$ cat config.mk
export PLATFORM = sky130hd
export DESIGN_NAME = check_node_unit
export DESIGN_NICKNAME = d
export VERILOG_FILES = /design/src/rtl/check_node_unit.sv
export SDC_FILE = /design/constraint.sdc
export NUM_CORES = 1
export LEC_CHECK = 0
export ABC_AREA = 0
export ABC_CLOCK_PERIOD_IN_PS = 6450
export CORE_MARGIN = 4
export CORE_UTILIZATION = 45
export CTS_CLUSTER_SIZE = 14
export DETAILED_ROUTE_END_ITERATION = 10
export PLACE_DENSITY = 0.61
export SKIP_CTS_REPAIR_TIMING = 1
export SYNTH_ARGS = -nofsm -noshare
export SYNTH_HDL_FRONTEND = slang
export SYNTH_SLANG_ARGS = --single-unit
$ cat constraint.sdc
create_clock -name clk -period 6.45 [get_ports clk]
set_clock_uncertainty 0.2 [all_clocks]
set_input_delay 0.9675 -clock clk [delete_from_list [all_inputs] [get_ports clk]]
set_output_delay 0.9675 -clock clk [all_outputs]
set_load 0.02 [all_outputs]
$ cat src/rtl/check_node_unit.sv
// Log-domain sum-product LDPC check-node processor: collects one check's messages, then emits extrinsic replies.
// Optional build macro CNU_CHECK_CNT_EN adds the chk_cnt completed-check counter port.

module phi_lut (
    input  logic [5:0] x,
    output logic [3:0] y
);
    // phi(x) = log((1+e^-x)/(1-e^-x)), x in 2.4, y in 2.2, round-to-nearest, saturate at 15
    always_comb begin
        if      (x == 6'd0)  y = 4'd15;
        else if (x == 6'd1)  y = 4'd14;
        else if (x == 6'd2)  y = 4'd11;
        else if (x == 6'd3)  y = 4'd9;
        else if (x == 6'd4)  y = 4'd8;
        else if (x <= 6'd6)  y = 4'd7;
        else if (x <= 6'd8)  y = 4'd6;
        else if (x <= 6'd10) y = 4'd5;
        else if (x <= 6'd14) y = 4'd4;
        else if (x <= 6'd19) y = 4'd3;
        else if (x <= 6'd26) y = 4'd2;
        else if (x <= 6'd44) y = 4'd1;
        else                 y = 4'd0;
    end
endmodule

module check_node_unit #(
    parameter int MAX_DEG = 8,
    parameter int SUM_W   = 4 + $clog2(MAX_DEG)
) (
    input  logic        clk,
    input  logic        rst_n,
    input  logic        in_valid,
    output logic        in_ready,
    input  logic        in_sign,
    input  logic [5:0]  in_mag,
    input  logic        in_last,
    output logic        out_valid,
    input  logic        out_ready,
    output logic        out_sign,
    output logic [5:0]  out_mag,
    output logic        out_last,
    output logic        deg_err,
`ifdef CNU_CHECK_CNT_EN
    output logic [15:0] chk_cnt,
`endif
    output logic        state_dbg
);
    localparam int IDX_W = $clog2(MAX_DEG);
    localparam int CNT_W = IDX_W + 1;

    localparam logic [0:0] ST_COLLECT = 1'b0;
    localparam logic [0:0] ST_EMIT    = 1'b1;

    // Handshakes: a transfer happens on a rising edge where valid && ready; the
    // producer holds its data stable from raising valid until that edge.

    logic [0:0]       state;
    logic [SUM_W-1:0] s_sum;
    logic             p_par;
    logic [IDX_W-1:0] wr_idx;
    logic [CNT_W-1:0] rd_idx;
    logic [CNT_W-1:0] deg;
    logic [3:0]       buf_phi  [MAX_DEG];
    logic             buf_sign [MAX_DEG];

    logic [3:0]       phi_in;
    logic [3:0]       phi_out;
    logic [SUM_W-1:0] ext;
    logic [5:0]       lut_x;
    logic [IDX_W-1:0] rd_ptr;
    logic             acc;
    logic             wr_last;
    logic             load;
    logic             emit_last;

    assign in_ready  = (state == ST_COLLECT);
    assign state_dbg = state;
    assign acc       = in_valid && in_ready;
    assign wr_last   = (wr_idx == IDX_W'(MAX_DEG - 1));
    assign rd_ptr    = rd_idx[IDX_W-1:0];

    // Extrinsic sum is re-scaled 2.2 -> 2.4 and saturated to the LUT input range
    assign ext       = s_sum - SUM_W'(buf_phi[rd_ptr]);
    assign lut_x     = (ext > SUM_W'(15)) ? 6'd63 : {ext[3:0], 2'b00};
    assign load      = (state == ST_EMIT) && (!out_valid || out_ready);
    assign emit_last = (rd_idx == deg - CNT_W'(1));

    phi_lut u_phi_in  (.x(in_mag), .y(phi_in));
    phi_lut u_phi_out (.x(lut_x),  .y(phi_out));

    // Edge buffer carries no reset: it is always rewritten before being read
    always_ff @(posedge clk) begin
        if (acc) begin
            buf_phi[wr_idx]  <= phi_in;
            buf_sign[wr_idx] <= in_sign;
        end
    end

    always_ff @(posedge clk or negedge rst_n) begin
        if (!rst_n) begin
            state     <= ST_COLLECT;
            s_sum     <= '0;
            p_par     <= 1'b0;
            wr_idx    <= '0;
            rd_idx    <= '0;
            deg       <= '0;
            deg_err   <= 1'b0;
            out_valid <= 1'b0;
            out_sign  <= 1'b0;
            out_mag   <= '0;
            out_last  <= 1'b0;
        end else begin
            if (acc) begin
                s_sum  <= s_sum + SUM_W'(phi_in);
                p_par  <= p_par ^ in_sign;
                wr_idx <= wr_idx + IDX_W'(1);
                if (in_last || wr_last) begin
                    state  <= ST_EMIT;
                    deg    <= CNT_W'(wr_idx) + CNT_W'(1);
                    rd_idx <= '0;
                    if (!in_last) begin
                        deg_err <= 1'b1;
                    end
                end
            end

            if (load) begin
                out_valid <= 1'b1;
                out_sign  <= p_par ^ buf_sign[rd_ptr];
                out_mag   <= {phi_out, 2'b00};
                out_last  <= emit_last;
                rd_idx    <= rd_idx + CNT_W'(1);
                if (emit_last) begin
                    state  <= ST_COLLECT;
                    s_sum  <= '0;
                    p_par  <= 1'b0;
                    wr_idx <= '0;
                end
            end else if (out_valid && out_ready) begin
                out_valid <= 1'b0;
            end
        end
    end

`ifdef CNU_CHECK_CNT_EN
    always_ff @(posedge clk or negedge rst_n) begin
        if (!rst_n) begin
            chk_cnt <= '0;
        end else if (out_valid && out_ready && out_last) begin
            chk_cnt <= chk_cnt + 16'd1;
        end
    end
`endif

endmodule
==> results summary <==
The run finished with clean final reports. The antenna diode instance count is 0. Setup repair after global routing left no endpoint under its margin. The x dimension of the die came out at 94.65 µm. The remaining antenna violation count is 0. Synthesis inferred 68 register bits. The clock-pin slew of the registers on the worst-case setup and hold paths is 0.08 ns. The critical path launch point type is a primary input. The power density over the cells came out at 439.4 nW/µm². The transition time at the pin with the least slew margin came out at 1.182 ns. The maximum clock frequency came out at 0.2567 GHz.

The H-tree depth reported by CTS came out at 3. The sequential share of the synthesized area is 56.30%. Synthesis instantiated 48 different standard cells from the library. The via count of the first global-routing pass came out at 2076. The first global-routing pass estimated 10600 µm of wire.

TritonCTS built the clock tree. The highest-delay cell along the critical path is clkdlybuf4s50_1. The weighted congestion at the end of routability-driven global placement came out at 0.7352. The worst-skew pair later-pin latency is 0.34 ns. The hold violation total from the final report came out at 0. The most used flip-flop cell after synthesis is edfxtp_1.

The destination of the worst register-to-register timing path is out_mag[4]. Summed over all cells, the static leakage comes to 1.493 nW. The tightest min-delay check is of the reg2reg type. The worst max-slew margin expressed relative to the limit is 20.35%. The pin count of the biggest net entering global routing is 29. The detailed-router iteration count before antenna repair is 4. The total of fill cells in the finished design is 669. The total length of routed wires came out at 6462 µm. The number of vias in the routed layout came out at 2167.

Across the run, the number of max-cap violations was 0. The proportion of register bits with asynchronous set or reset after synthesis came out at 41.18%. CTS saw 68 sinks. The initialized floorplan defines 31 standard-cell rows. The endpoint required time on the critical path is 6.53 ns. The maximum root-to-sink buffer count came out at 2. The setup check on the worst reg-to-reg path leaves a slack of 2.60 ns. The number of placed instances with taps included is 384. Setup violations remaining at the end of the flow were counted as 0. The number of max-slew violations in the final report came to 0. The die is 94.65 µm tall.

Dividing the detail-routed via count by the number of cells gives 5.418. The synthesis-to-layout area growth came out at 15.19%. Walking the worst path, the cells encountered are clkdlybuf4s50_1 > and3_1 > or3_1 > a21oi_1 > ha_1 > a21o_1 > a21oi_1 > o21bai_1 > a211o_1 > nand2_1. The minimum clock period is 3.895 ns. The post-route netlist has 12.62% of its cells at a drive strength greater than 1.

The number of cells traversed by the worst hold path came out at 1. The most critical setup path has its endpoint at s_sum[5]. The number of enable-type register cells in the synthesized netlist is 40. The number of DRC markers in iteration 0 came out at 129.

The final-stage net count is 322. The source of the critical timing path is in_mag[3]. The worst setup path is captured at a register.

The aggregate global routing overflow came out at 0. Along the worst path, the maximum fanout reaches 11. The synthesis warning total came out at 0. The final routed wire length divided by cell count is 16.16 µm. The final instance count without filler cells came out at 400.

The cell area after synthesis came out at 3378 µm². The arrival time at the worst endpoint is 3.98 ns. In the layout the commonest cells are edfxtp_1, dfrtp_1, nand2_1.

The initial cell density of the core is 46.33%. The library cell used most frequently in the layout, excluding fill and tap cells, is edfxtp_1. The cell sitting at the root of the clock tree is a clkbuf_8. The synthesized instance count came out at 274.

The initial antenna violation count came out at 0. The post-route setup TNS came out at 0 ns. The peak supply drop came out at 136.3 µV. The standard cell core area is 7292 µm². The number of input and output port buffers inserted came out at 21.

The share of the cycle needed by the critical path after routing came out at 60.39%. The critical path's largest stage delay came out at 0.58 ns. The post-place instance area is 3686 µm². The area of all placed cells without fillers came out at 3891 µm². The post-route DRC violation count came out at 0. The TritonCTS buffer count is 9. Global routing consumed, over all layers together, 15.93% of the routing resources. The critical path in this run is classified as in2reg.

Detailed placement ended at an HPWL of 4530 µm. The startpoint identified for the worst register-to-register timing path is rd_idx[0]. The worst register-to-register path has a depth of 10.

24 I/O pins were placed. The most numerous cell on the critical path is a21oi_1. The synthesized area per cell came out at 12.33 µm². The die area is 8958 µm².
synth_stat cells, types with 2 or more instances:
library cell  instances  area [µm²]
nor2_1               19       71.32
mux4_2               10       225.2
clkbuf_1             10       37.54
or3_1                 3       18.77
buf_4                 2       15.01
xor2_1                5       43.79
o21bai_1              2       15.01
nand2_1              27       101.4
inv_1                10       37.54
a31oi_1               2       12.51
mux2_2                3       33.78
edfxtp_1             40        1201
a32o_1                3       30.03
a21oi_1              15       75.07
ha_1                 12       150.1
a211oi_1              3       22.52
mux2i_1               6       60.06
o21ai_0              11       55.05
fa_1                  2       40.04
nand2b_1              4       25.02
nand3_1               5       25.02
o22ai_1               2       12.51
xnor2_1              11       96.34
and2_1                3       18.77
a21o_1                4       30.03
nor3_1                8       40.04
buf_2                 4       20.02
dfrtp_1              28       700.7
power breakdown:
part	switching [mW]	total, mW	internal (mW)
combinational	0.355	0.701	0.346
clock	0.175	0.359	0.184
sequential	0.116	0.650	0.534
cell families (layout without fill, tap and decap cells):
kind of cell             Yosys count  after routing  share of synthesized area [%]
buffers and inverters             27             53                          3.370
multiplexers                      19             19                          9.445
adder cells (fa/ha/maj)           14             14                          5.630
AND/OR/NAND/NOR                   78             78                          10.82
flip-flops                        68             68                          56.30
AO/OA/AOI/OAI                     51             51                          10.18
other                              1              2                         0.1110
XOR/XNOR                          16             16                          4.148
state kept, by name, summed over array words and instances, names as in the netlist:
signal / flops
wr_idx: 3
buf_sign: 8
buf_phi: 32
out_last: 1
out_valid: 1
deg: 4
out_sign: 1
p_par: 1
deg_err: 1
state_dbg: 1
rd_idx: 4
out_mag: 4
s_sum: 7
per-layer routing:
layer | GRT usage, % | wire, µm
met1 | 20.39 | 2923
met2 | 26.07 | 3115
met3 | 4.462 | 351
met4 | 5.409 | 72
met5 | 0 | 0
through the flow:
stage	worst slack, ns	util, %	power (mW)	hold WS, ns
global placement	2.250	50.55	1.357	0.2590
detailed placement	2.181	50.55	1.367	0.2659
finish	2.555	53.36	1.710	0.2783
CTS	2.525	53.36	1.731	0.2858
floorplan	2.587	-	1.191	0.2661
global route	2.167	53.36	1.848	0.3036
area by class of cell:
class	instances	area (µm²)	area share, %
flip-flops and latches	68	1902	48.87
clock inverters	7	81.33	2.090
inverters	10	37.54	0.9646
well taps	99	123.9	3.183
multi-input cells	180	1368	35.14
clock buffers	9	123.9	3.183
repair buffers	27	255.2	6.559
critical path, delay by kind of cell:
kind,cells,cell delay (ns)
adders and majority gates,1,0.36
and+or+nand+nor,3,0.68
buffers and inverters,1,0.58
AOI/OAI and AO/OA,5,1.38
how the worst min path moves through the flow:
stage                    from         to  slack (ns)
global placement      deg_err    deg_err        0.26
floorplan           rd_idx[3]  rd_idx[3]        0.27
global route          deg_err    deg_err        0.30
finish               out_last   out_last        0.28
detailed placement    deg_err    deg_err        0.27
CTS                  out_last   out_last        0.29
Power figures use the tool's default switching activity.
